**src/rtl/mem_port_arbiter.sv**
```systemverilog
// rtl/mem_port_arbiter.sv - shared data-memory port arbiter between fetch and execute
module mem_port_arbiter #(
  parameter int ADDR_W   = 64,
  parameter int DATA_W   = 64,
  parameter int LAT      = 2,
  parameter int MAX_WAIT = 4
) (
  input  logic                clk,
  input  logic                rstn,
  input  logic                if_req,
  input  logic [ADDR_W-1:0]   if_addr,
  input  logic                if_flush,
  output logic                if_gnt,
  output logic                if_rvalid,
  output logic [DATA_W-1:0]   if_rdata,
  input  logic                ex_req,
  input  logic [ADDR_W-1:0]   ex_addr,
  input  logic [DATA_W/8-1:0] ex_we,
  input  logic [DATA_W-1:0]   ex_wdata,
  output logic                ex_gnt,
  output logic                ex_rvalid,
  output logic [DATA_W-1:0]   ex_rdata,
  output logic                mem_en,
  output logic [ADDR_W-1:0]   mem_addr,
  output logic [DATA_W/8-1:0] mem_we,
  output logic [DATA_W-1:0]   mem_wdata,
  input  logic [DATA_W-1:0]   mem_rdata
);

  localparam int CNT_W = $clog2(MAX_WAIT + 1);
  localparam logic [CNT_W-1:0] CNT_MAX = CNT_W'(MAX_WAIT);

  typedef enum logic {NORMAL, STARVE} prio_e;

  prio_e            state, state_nxt;
  logic [CNT_W-1:0] wait_cnt, wait_cnt_nxt;

  // Response tags: index 0 is written at grant, index LAT lines up with mem_rdata.
  logic [LAT:0] tag_vld;
  logic [LAT:0] tag_ex;
  logic         push_vld;
  logic         push_ex;

  // Grant selection, starvation counting and priority-state transitions.
  always_comb begin
    if_gnt       = 1'b0;
    ex_gnt       = 1'b0;
    wait_cnt_nxt = wait_cnt;
    state_nxt    = state;
    case (state)
      NORMAL: begin
        ex_gnt = ex_req;
        if_gnt = if_req && !ex_req;
      end
      STARVE: begin
        if_gnt = if_req;
      end
      default: ;
    endcase
    if (!if_req || if_gnt) begin
      wait_cnt_nxt = '0;
    end else if (wait_cnt != CNT_MAX) begin
      wait_cnt_nxt = wait_cnt + CNT_W'(1);
    end
    case (state)
      NORMAL: if (wait_cnt_nxt == CNT_MAX) state_nxt = STARVE;
      STARVE: if (if_gnt || !if_req) state_nxt = NORMAL;
      default: state_nxt = NORMAL;
    endcase
  end

  // Priority state and starvation counter registers.
  always_ff @(posedge clk or negedge rstn) begin
    if (!rstn) begin
      state    <= NORMAL;
      wait_cnt <= '0;
    end else begin
      state    <= state_nxt;
      wait_cnt <= wait_cnt_nxt;
    end
  end

  // Register the winning command; addr/wdata hold when idle so the port toggles less.
  always_ff @(posedge clk or negedge rstn) begin
    if (!rstn) begin
      mem_en    <= 1'b0;
      mem_addr  <= '0;
      mem_we    <= '0;
      mem_wdata <= '0;
    end else begin
      mem_en <= if_gnt || ex_gnt;
      if (ex_gnt) begin
        mem_addr  <= ex_addr;
        mem_we    <= ex_we;
        mem_wdata <= ex_wdata;
      end else if (if_gnt) begin
        mem_addr <= if_addr;
        mem_we   <= '0;
      end else begin
        mem_we <= '0;
      end
    end
  end

  // Only reads produce a response; stores enter the pipeline as empty slots.
  always_comb begin
    push_ex  = ex_gnt;
    push_vld = if_gnt || (ex_gnt && (ex_we == '0));
  end

  // Tag shift register; a flush kills every fetch-owned slot, including the new one.
  always_ff @(posedge clk or negedge rstn) begin
    if (!rstn) begin
      tag_vld <= '0;
      tag_ex  <= '0;
    end else begin
      tag_vld[0] <= push_vld && !(if_flush && !push_ex);
      tag_ex[0]  <= push_ex;
      for (int k = 1; k <= LAT; k++) begin
        tag_vld[k] <= tag_vld[k-1] && !(if_flush && !tag_ex[k-1]);
        tag_ex[k]  <= tag_ex[k-1];
      end
    end
  end

  // Steer the head-of-pipeline response to its owner; data is a straight pass-through.
  always_comb begin
    if_rvalid = tag_vld[LAT] && !tag_ex[LAT] && !if_flush;
    ex_rvalid = tag_vld[LAT] && tag_ex[LAT];
    if_rdata  = mem_rdata;
    ex_rdata  = mem_rdata;
  end

endmodule

```
**config.mk**
```make
export PLATFORM = sky130hd
export DESIGN_NAME = mem_port_arbiter
export DESIGN_NICKNAME = d
export VERILOG_FILES = /design/src/rtl/mem_port_arbiter.sv
export SDC_FILE = /design/constraint.sdc
export NUM_CORES = 1
export LEC_CHECK = 0
export BUFFER_PORTS_ARGS = -buffer_cell sky130_fd_sc_hd__buf_4
export CAP_MARGIN = 20
export CORE_AREA = 3 3 210 212
export CTS_CLUSTER_SIZE = 12
export DETAILED_ROUTE_END_ITERATION = 10
export DIE_AREA = 0 0 213 215
export PLACE_DENSITY = 0.43
export SETUP_SLACK_MARGIN = 0.15
export SLEW_MARGIN = 20
export SYNTH_ARGS = -nofsm -noshare
export SYNTH_HDL_FRONTEND = slang
export SYNTH_SLANG_ARGS = --single-unit
export TNS_END_PERCENT = 100
```
**constraint.sdc**
```tcl
create_clock -name clk -period 3.5 [get_ports clk]
set_clock_uncertainty 0.05 [all_clocks]
set_input_delay 0.7 -clock clk [delete_from_list [all_inputs] [get_ports clk]]
set_output_delay 0.7 -clock clk [all_outputs]
set_load 0.005 [all_outputs]
```
==> impl_metrics.yaml, run 1 <==
run_status:
  status: "finished clean"
finish:
  syn_to_final_growth_pct: 38.0
  diodes: 0
  n_fill_cell: 4509
  multi_input_area_sq_um: 2320
  layout.nets: 1085
  final_cell_area_sq_um: 9950
  drive_gt1_frac: 0.542
  final_cells: 1366
  seqCellArea_sq_um: 3680
sta:
  finalMaxSlewViolations: 0
  post-route-period-util: 0.589
  fmax_mhz: 485
  grt_setup_unrepaired: "no"
  maxSlewHeadroom: 0.500
  post-route-min-period_ns: 2.06
  tightestPinTransition_ns: 0.750
  hold_viol_final: 0
  fin_tns_setup_ns: 0
  setup_viol: 0
synthesis:
  ys_types: 29
  yosysTopAreaCell: "dfrtp_1"
  synthTopCellsByArea: "dfrtp_1 (51%), buf_4 (13%), mux2_4 (9.2%)"
  yosys.area_share.simple: 0.0557
  synth_mux_area_frac: 0.212
  synth-xor-area-share: 0.00121
  synth_cells: 600
  synth_seq_cells: 147
  synth_fa_ha_area_frac: 0.00347
  synth_top_area_share: 0.510
  synth_area_sq_um: 7210
  synth_compound_area_frac: 0.0500
  synth_seq_area_share: 0.510
  ys_warn_count: 0
  synth_top_family_by_area: "multiplexers"
  avgSynthCellArea_sq_um: 12.0
  synth.net_count: 871
grt:
  grt.total_usage: 0.0936
  grt_pass1_vias: 5301
  grt_start_max_net_pins: 116
  grt_pass1_wl_um: 32100
  antenna_found_initial: 0
  grt-ovfl-total: 0
pwr:
  fin_total_pwr_mw: 4.62
  ir_worst_vdd_v: 0.000287
  power_density_nw_per_um2: 464
  power.leakage_nw: 4.90
floorplan:
  initial_core_util: 0.171
  core_area_sq_um: 42100
  die_w_um: 213
  die_h_um: 215
  ios: 538
  rows: 75
  dieArea_sq_um: 45800
place:
  io_buffers: 345
  placed_cells: 1334
  post_dp_cell_area_sq_um: 9390
  globalplace.congestion: 0.693
  dp_hpwl_um: 16100
clocking:
  cts_max_level: 4
  hold_buffers: 0
  clock-sinks: 147
  ctsResizeCount: 0
  cts_made_buffers: 17
  clkSlewWorstSetupHoldPaths_ns: 0.06
  cts_buffer_depth: 2
  clk_latency_ns: 0.44
  root_buffer: "clkbuf_16"
  cts_tree: "done"
  post_cts_buffers: 0
critical_path:
  rrSetupSlack_ns: 1.81
  path_class: "in2out"
  critPathMaxFanout: 15
  critPathRequiredTime_ns: 2.75
  crit_path_end_kind: "output port"
  arrival_ns: 1.31
  rr_endpoint: "mem_wdata[47]$_DFFE_PN0P_"
  timing.rr.start: "state$_DFF_PN0_"
  start_kind: "input port"
  r2r_cells: 3
routing:
  vias_per_cell: 3.63
  drc: 0
  routedWlPerCell_um: 16.1
  drtPass1Iterations: 4
  drtIter0Drc: 258
  drt_wl_total_um: 22000
  postRouteAntennaNets: 0
  vias: 4953
min_path:
  hp-class: "in2async"
flow_run:
  drv_cap: 0
[how the worst max path moves through the flow]
stage / from / to / depth (start not counted)
floorplan: ex_req / if_gnt / 5
global placement: if_req / mem_addr[12]$_DFFE_PN0P_ / 4
detailed placement: if_req / mem_addr[61]$_DFFE_PN0P_ / 4
CTS: tag_ex[2]$_DFF_PN0_ / if_rvalid / 2
global route: tag_ex[2]$_DFF_PN0_ / if_rvalid / 2
finish: if_req / if_gnt / 3
[cells in the final DEF (no fill, tap or decap), types with 3 or more instances in the layout]
master     count
and2_1         9
buf_12         3
buf_4        350
clkbuf_1       4
clkbuf_16     17
clkinv_2       5
dfrtp_1      147
inv_1          4
mux2_2        20
mux2_4        44
mux2i_1       64
nand2_1       66
o21ai_0       63
o21ai_1        3
[state kept, by name, indices dropped and copies added, names as in the netlist]
signal / cells
mem_addr: 64
mem_wdata: 64
mem_we: 8
tag_ex: 3
tag_vld: 3
wait_cnt: 3
mem_en: 1
state: 1
[cell type report]
class,count,share of cell area
Clock buffer,22,0.0456
Clock inverter,10,0.0109
Inverter,4,0.00151
Multi-Input combinational cell,290,0.233
Sequential cell,147,0.370
Tap cell,539,0.0678
Timing Repair Buffer,354,0.271
[synthesized netlist by cell type]
library cell,n
a2111oi_2,1
a21boi_0,2
and2_1,9
and3_1,1
buf_12,1
buf_2,11
buf_4,129
buf_6,11
clkbuf_1,7
dfrtp_1,147
ha_1,2
inv_1,4
mux2_2,20
mux2_4,44
mux2i_1,64
nand2_1,66
nand2b_1,1
nand3_1,1
nand3b_1,1
nor2_1,2
nor2b_1,2
nor2b_4,1
nor3_1,1
nor3b_1,2
nor4_1,2
o21ai_0,63
o21ai_1,3
or2_1,1
xnor2_1,1
[layer usage]
| layer | part of all wire | track usage | vias to the layer above |
|---|---|---|---|
| met5 | 0 | 0 | - |
| met4 | 0.023 | 0.0404 | 0 |
| met3 | 0.12 | 0.0494 | 35 |
| met2 | 0.49 | 0.154 | 309 |
| met1 | 0.37 | 0.0998 | 2305 |
| li1 | - | - | 2304 |
[report_power, final]
| part | switching (mW) | total, mW | internal [mW] |
|---|---|---|---|
| clock network | 0.744 | 1.81 | 1.06 |
| registers | 0.0977 | 1.97 | 1.87 |
| logic | 0.316 | 0.847 | 0.531 |
| total | 1.16 | 4.62 | 3.46 |
[metrics by stage]
stage	setup slack [ns]	hold slack, ns	util
floorplan	1.42	0.304	-
global placement	1.32	0.310	0.223
detailed placement	1.29	0.308	0.223
CTS	1.38	0.249	0.236
global route	1.33	0.276	0.236
finish	1.44	0.251	0.236
[cell families (layout without fill, tap and decap cells)]
logic type	Yosys count	count (layout)
fa+ha+maj	2	2
flops	147	147
buf+inv	163	390
simple gates	90	90
xor+xnor	1	1
compound gates	69	69
mux	128	128
[worst max-delay path, stage by stage]
cell     delay (ns)
buf_4          0.28
nor2b_1        0.19
buf_4          0.12
Power figures use the tool's default switching activity.
==> run 2, diff against run 1 <==
Settings changed: CORE_AREA 3 3 210 212 to 3 3 209 211, DIE_AREA 0 0 213 215 to 0 0 212 214, PLACE_DENSITY 0.43 to 0.45.
Clock period 3.5 ns to 1.7 ns, I/O delays scaled along.
==> impl_metrics.yaml, run 2 (synthesis gave the netlist of run 1 again) <==
run_status:
  status: "finished, violations left"
  violations: "setup timing"
routing:
  routedWlPerCell_um: 16.5
  drt_wl_total_um: 23300
  drtPass1Iterations: 4
  vias_per_cell: 3.61
  vias: 5097
  drc: 0
  drtIter0Drc: 194
  postRouteAntennaNets: 0
critical_path:
  path_class: "reg2out"
  critPathMaxFanout: 4
  crit_path_end_kind: "output port"
  path_depth: 4
  crit_path_top_delay_cell: "dfrtp_1"
  critPathRequiredTime_ns: 1.31
  path_delay_family: "flip-flops"
  max_stage_delay_ns: 0.40
  rr_endpoint: "mem_wdata[8]$_DFFE_PN0P_"
  endpoint: "ex_gnt"
  r2r_cells: 6
  path_cells: "nor2b_4 > buf_12 > buf_8 > buf_6"
  timing.rr.start: "state$_DFF_PN0_"
  rrSetupSlack_ns: 0.13
  start_kind: "register"
  crit_buf_inv: 3
  arrival_ns: 1.32
  crit_start: "state$_DFF_PN0_"
flow_run:
  drv_cap: 0
place:
  dp_hpwl_um: 16900
  io_buffers: 345
  placed_cells: 1360
  post_dp_cell_area_sq_um: 9680
  globalplace.congestion: 0.737
grt:
  grt_pass1_vias: 5477
  grt_start_max_net_pins: 50
  grt.total_usage: 0.0955
  grt-ovfl-total: 0
  antenna_found_initial: 0
  grt_pass1_wl_um: 32700
sta:
  finalMaxSlewViolations: 0
  setup_ws_ns: -0.00547
  setup_viol: 2
  grt_setup_unrepaired: "yes"
  tightestPinTransition_ns: 0.464
  hold_viol_final: 0
  maxSlewHeadroom: 0.690
  fmax_mhz: 586
  holdWs_ns: 0.0375
  post-route-period-util: 1.00
  post-route-min-period_ns: 1.71
clocking:
  clkSlewWorstSetupHoldPaths_ns: 0.07
  root_buffer: "clkbuf_16"
  cts_buffer_depth: 2
  cts_made_buffers: 17
  cts_max_level: 4
  cts_tree: "done"
  clock-sinks: 147
  clk_latency_ns: 0.45
floorplan:
  ios: 538
  dieArea_sq_um: 45400
  initial_core_util: 0.172
  rows: 75
  die_h_um: 214
  core_area_sq_um: 41900
  die_w_um: 212
finish:
  final_cell_area_sq_um: 10700
  seqCellArea_sq_um: 3680
  final_cells: 1413
  layout_commonest_cell: "buf_4"
  mostFrequentLayoutCells: "buf_4 (368), dfrtp_1 (147), nand2_1 (65), mux2i_1 (64), o21ai_0 (63)"
  diodes: 0
  multi_input_area_sq_um: 2340
  finish.utilization: 0.255
  syn_to_final_growth_pct: 48.4
  n_fill_cell: 4448
  layout.nets: 1132
  reg_top3: "mem_addr: 64 flops, mem_wdata: 64 flops, mem_we: 8 flops"
  drive_gt1_frac: 0.570
pwr:
  p_switching_mw: 2.55
  p_seq_frac: 0.396
  power_density_nw_per_um2: 960
  fin_total_pwr_mw: 10.3
  p_int_mw: 7.72
  swShare: 0.248
  pwr-share-clk: 0.414
  comb_power_share: 0.190
  ir_worst_vdd_v: 0.000649
  power.leakage_nw: 5.28
min_path:
  hp-class: "in2reg"
run 2: changes by cell type in the layout (fill, tap and decap cells not counted), moves of 4 or more:
cell,previous run,this run
inv_6,0,4
buf_6,1,10
buf_4,350,368
clkinv_2,5,1
clkbuf_16,17,22
buf_12,3,11
run 2: cell type report:
type / count / area share
timing repair buffer: 401 / 0.312
clock inverter: 14 / 0.0209
sequential: 147 / 0.344
tap: 539 / 0.0630
inverter: 4 / 0.00140
multi-input combinational: 290 / 0.219
clock buffer: 18 / 0.0401
run 2: tightest hold or removal path, delay by kind of cell:
kind | cells | cell delay (ns)
buf+inv | 1 | 0.07
compound gates | 1 | 0.05
simple gates | 1 | 0.03
run 2: timing repair:
| action | in CTS | in global routing |
|---|---|---|
| pin swaps | 1 | 1 |
| cloned | 1 | 6 |
| setup endpoints to repair | 4 | 80 |
| gates resized for setup | 8 | 13 |
| hold buffers | 3 | 0 |
| hold endpoints to repair | 30 | 0 |
| buffers inserted | 4 | 7 |
run 2: how the worst min path moves through the flow:
stage | from | to | cells after the start | slack (ns)
2_1_floorplan | rstn | mem_addr[0]$_DFFE_PN0P_ | 0 | -0.006
6_report | ex_addr[35] | mem_addr[35]$_DFFE_PN0P_ | 3 | 0.04
4_1_cts | ex_addr[35] | mem_addr[35]$_DFFE_PN0P_ | 3 | 0.0004
3_3_place_gp | rstn | mem_addr[41]$_DFFE_PN0P_ | 1 | 0.27
5_1_grt | ex_addr[58] | mem_addr[58]$_DFFE_PN0P_ | 3 | 0.01
3_5_place_dp | rstn | mem_addr[41]$_DFFE_PN0P_ | 1 | 0.27
run 2: through the flow:
step                 TNS, ns  worst slack (ns)
floorplan                  0             0.329
global placement           0             0.135
detailed placement         0             0.116
CTS                   -0.111           -0.0558
global route          -0.151           -0.0769
finish              -0.00898          -0.00547
run 2: layer usage:
layer / routed length, um / vias to the layer above / GRT usage
li1: - / 2404 / -
met5: 0 / - / 0
met3: 2310 / 28 / 0.0467
met1: 9130 / 2376 / 0.108
met4: 379 / 0 / 0.0386
met2: 11500 / 289 / 0.153
run 2: power groups by stage:
stage | sequential [mW] | combinational [mW] | clock (mW)
floorplan | 4.12 | 0.874 | 0
global placement | 4.13 | 1.87 | 0
detailed placement | 4.12 | 1.88 | 0
CTS | 4.07 | 1.91 | 4.44
global route | 4.11 | 2.13 | 4.59
finish | 4.06 | 1.96 | 4.26
==> run 3, diff against run 2 <==
Settings changed: CELL_PAD_IN_SITES_DETAIL_PLACEMENT set to 0, CELL_PAD_IN_SITES_GLOBAL_PLACEMENT set to 2, CORE_AREA 3 3 209 211 to 3 3 206 208, DIE_AREA 0 0 212 214 to 0 0 209 211, PLACE_DENSITY 0.45 to 0.71.
==> impl_metrics.yaml, run 3 (synthesis gave the netlist of run 1 again) <==
sta:
  grt_setup_unrepaired: "yes"
  fmax_mhz: 596
  tightestPinTransition_ns: 0.436
  maxSlewHeadroom: 0.706
  post-route-min-period_ns: 1.68
  hold_viol_final: 0
  finalMaxSlewViolations: 0
  setup_viol: 0
  post-route-period-util: 0.988
  fin_tns_setup_ns: 0
routing:
  drtPass1Iterations: 4
  drt_wl_total_um: 23200
  vias: 5145
  vias_per_cell: 3.68
  drtIter0Drc: 176
  postRouteAntennaNets: 0
  routedWlPerCell_um: 16.6
  drc: 0
floorplan:
  dieArea_sq_um: 44100
  initial_core_util: 0.177
  core_area_sq_um: 40700
  ios: 538
  rows: 74
  die_w_um: 209
  die_h_um: 211
finish:
  layout_commonest_cell: "buf_4"
  final_cells: 1397
  layout.nets: 1124
  drive_gt1_frac: 0.566
  finish.utilization: 0.260
  mostFrequentLayoutCells: "buf_4 (359), dfrtp_1 (147), nand2_1 (66), mux2i_1 (64), o21ai_0 (61)"
  diodes: 0
  syn_to_final_growth_pct: 46.8
  reg_top3: "mem_addr: 64 flops, mem_wdata: 64 flops, mem_we: 8 flops"
grt:
  grt_pass1_vias: 5473
  antenna_found_initial: 0
  grt_pass1_wl_um: 32900
  grt_start_max_net_pins: 64
  grt.total_usage: 0.0982
  grt-ovfl-total: 0
place:
  dp_hpwl_um: 16600
  placed_cells: 1341
  globalplace.congestion: 0.744
  io_buffers: 345
pwr:
  ir_worst_vdd_v: 0.000630
  power.leakage_nw: 5.22
  power_density_nw_per_um2: 904
critical_path:
  start_kind: "register"
  crit_path_end_kind: "output port"
  critPathRequiredTime_ns: 1.31
  arrival_ns: 1.29
  max_stage_delay_ns: 0.40
  path_class: "reg2out"
  critPathMaxFanout: 6
  path_cells: "nor2b_4 > buf_12 > buf_8 > buf_6"
  r2r_cells: 6
  crit_path_top_delay_cell: "dfrtp_1"
clocking:
  clock-sinks: 147
  cts_max_level: 4
  clkSlewWorstSetupHoldPaths_ns: 0.06
  root_buffer: "clkbuf_16"
  cts_tree: "done"
  clk_latency_ns: 0.42
  cts_buffer_depth: 2
  cts_made_buffers: 17
min_path:
  min_path_cells: 3
  hp-class: "in2reg"
flow_run:
  drv_cap: 0
run_status:
  status: "finished clean"
## run 3: layout make-up
| type | instances | area (sq um) |
|---|---|---|
| Clock buffer | 23 | 488 |
| Clock inverter | 8 | 53.8 |
| Fill cell | 4344 | 30200 |
| Inverter | 4 | 15.0 |
| Multi-Input combinational cell | 290 | 2340 |
| Sequential cell | 147 | 3680 |
| Tap cell | 532 | 666 |
| Timing Repair Buffer | 393 | 3340 |
## run 3: final timing paths
kind                                startpoint  slack (ns)                         to
max in group asynchronous                 rstn        0.73  mem_wdata[42]$_DFFE_PN0P_
setup / recovery               state$_DFF_PN0_        0.02                     ex_gnt
hold / removal                     ex_addr[34]        0.06   mem_addr[34]$_DFFE_PN0P_
min in group asynchronous                 rstn        0.25       tag_vld[0]$_DFF_PN0_
hold reg to reg            tag_ex[1]$_DFF_PN0_        0.32        tag_ex[2]$_DFF_PN0_
setup reg to reg               state$_DFF_PN0_        0.09  mem_wdata[10]$_DFFE_PN0P_
## run 3: power breakdown
group | leakage, nW | internal, mW | switching (mW) | total (mW)
clock | 0.257 | 2.01 | 1.54 | 3.55
sequential | 1.76 | 3.85 | 0.207 | 4.06
combinational | 3.20 | 1.25 | 0.697 | 1.95
## run 3: worst max-delay path: cells and delay by family (launching register included)
kind | cells | cell delay, ns
simple gates | 1 | 0.15
flops | 1 | 0.40
buf+inv | 3 | 0.31
## run 3: per-layer routing
metal,vias up,wire (um),track usage
met5,-,0,0
met2,300,11100,0.155
li1,2390,-,-
met4,0,663,0.0434
met3,44,2400,0.0505
met1,2411,9090,0.112
## run 3: repair_timing
item / 4_1_cts / 5_1_grt
pin swaps: 0 / 1
resized for setup: 5 / 32
setup endpoints to repair: 4 / 87
endpoints found under the hold margin: 147 / 0
gates cloned: 0 / 9
setup buffers: 4 / 11
hold buffers: 1 / 0
## run 3: through the flow
stage          hold WS (ns)  power, mW  worst slack, ns  cell area [sq um]
2_1_floorplan      -0.00559       4.99            0.329               7210
3_3_place_gp          0.127       5.93            0.141               9550
3_5_place_dp          0.128       5.95            0.119               9550
4_1_cts              0.0198       9.68          -0.0439              10200
5_1_grt              0.0209       10.1          -0.0710              10600
6_report             0.0618       9.56           0.0207              10600
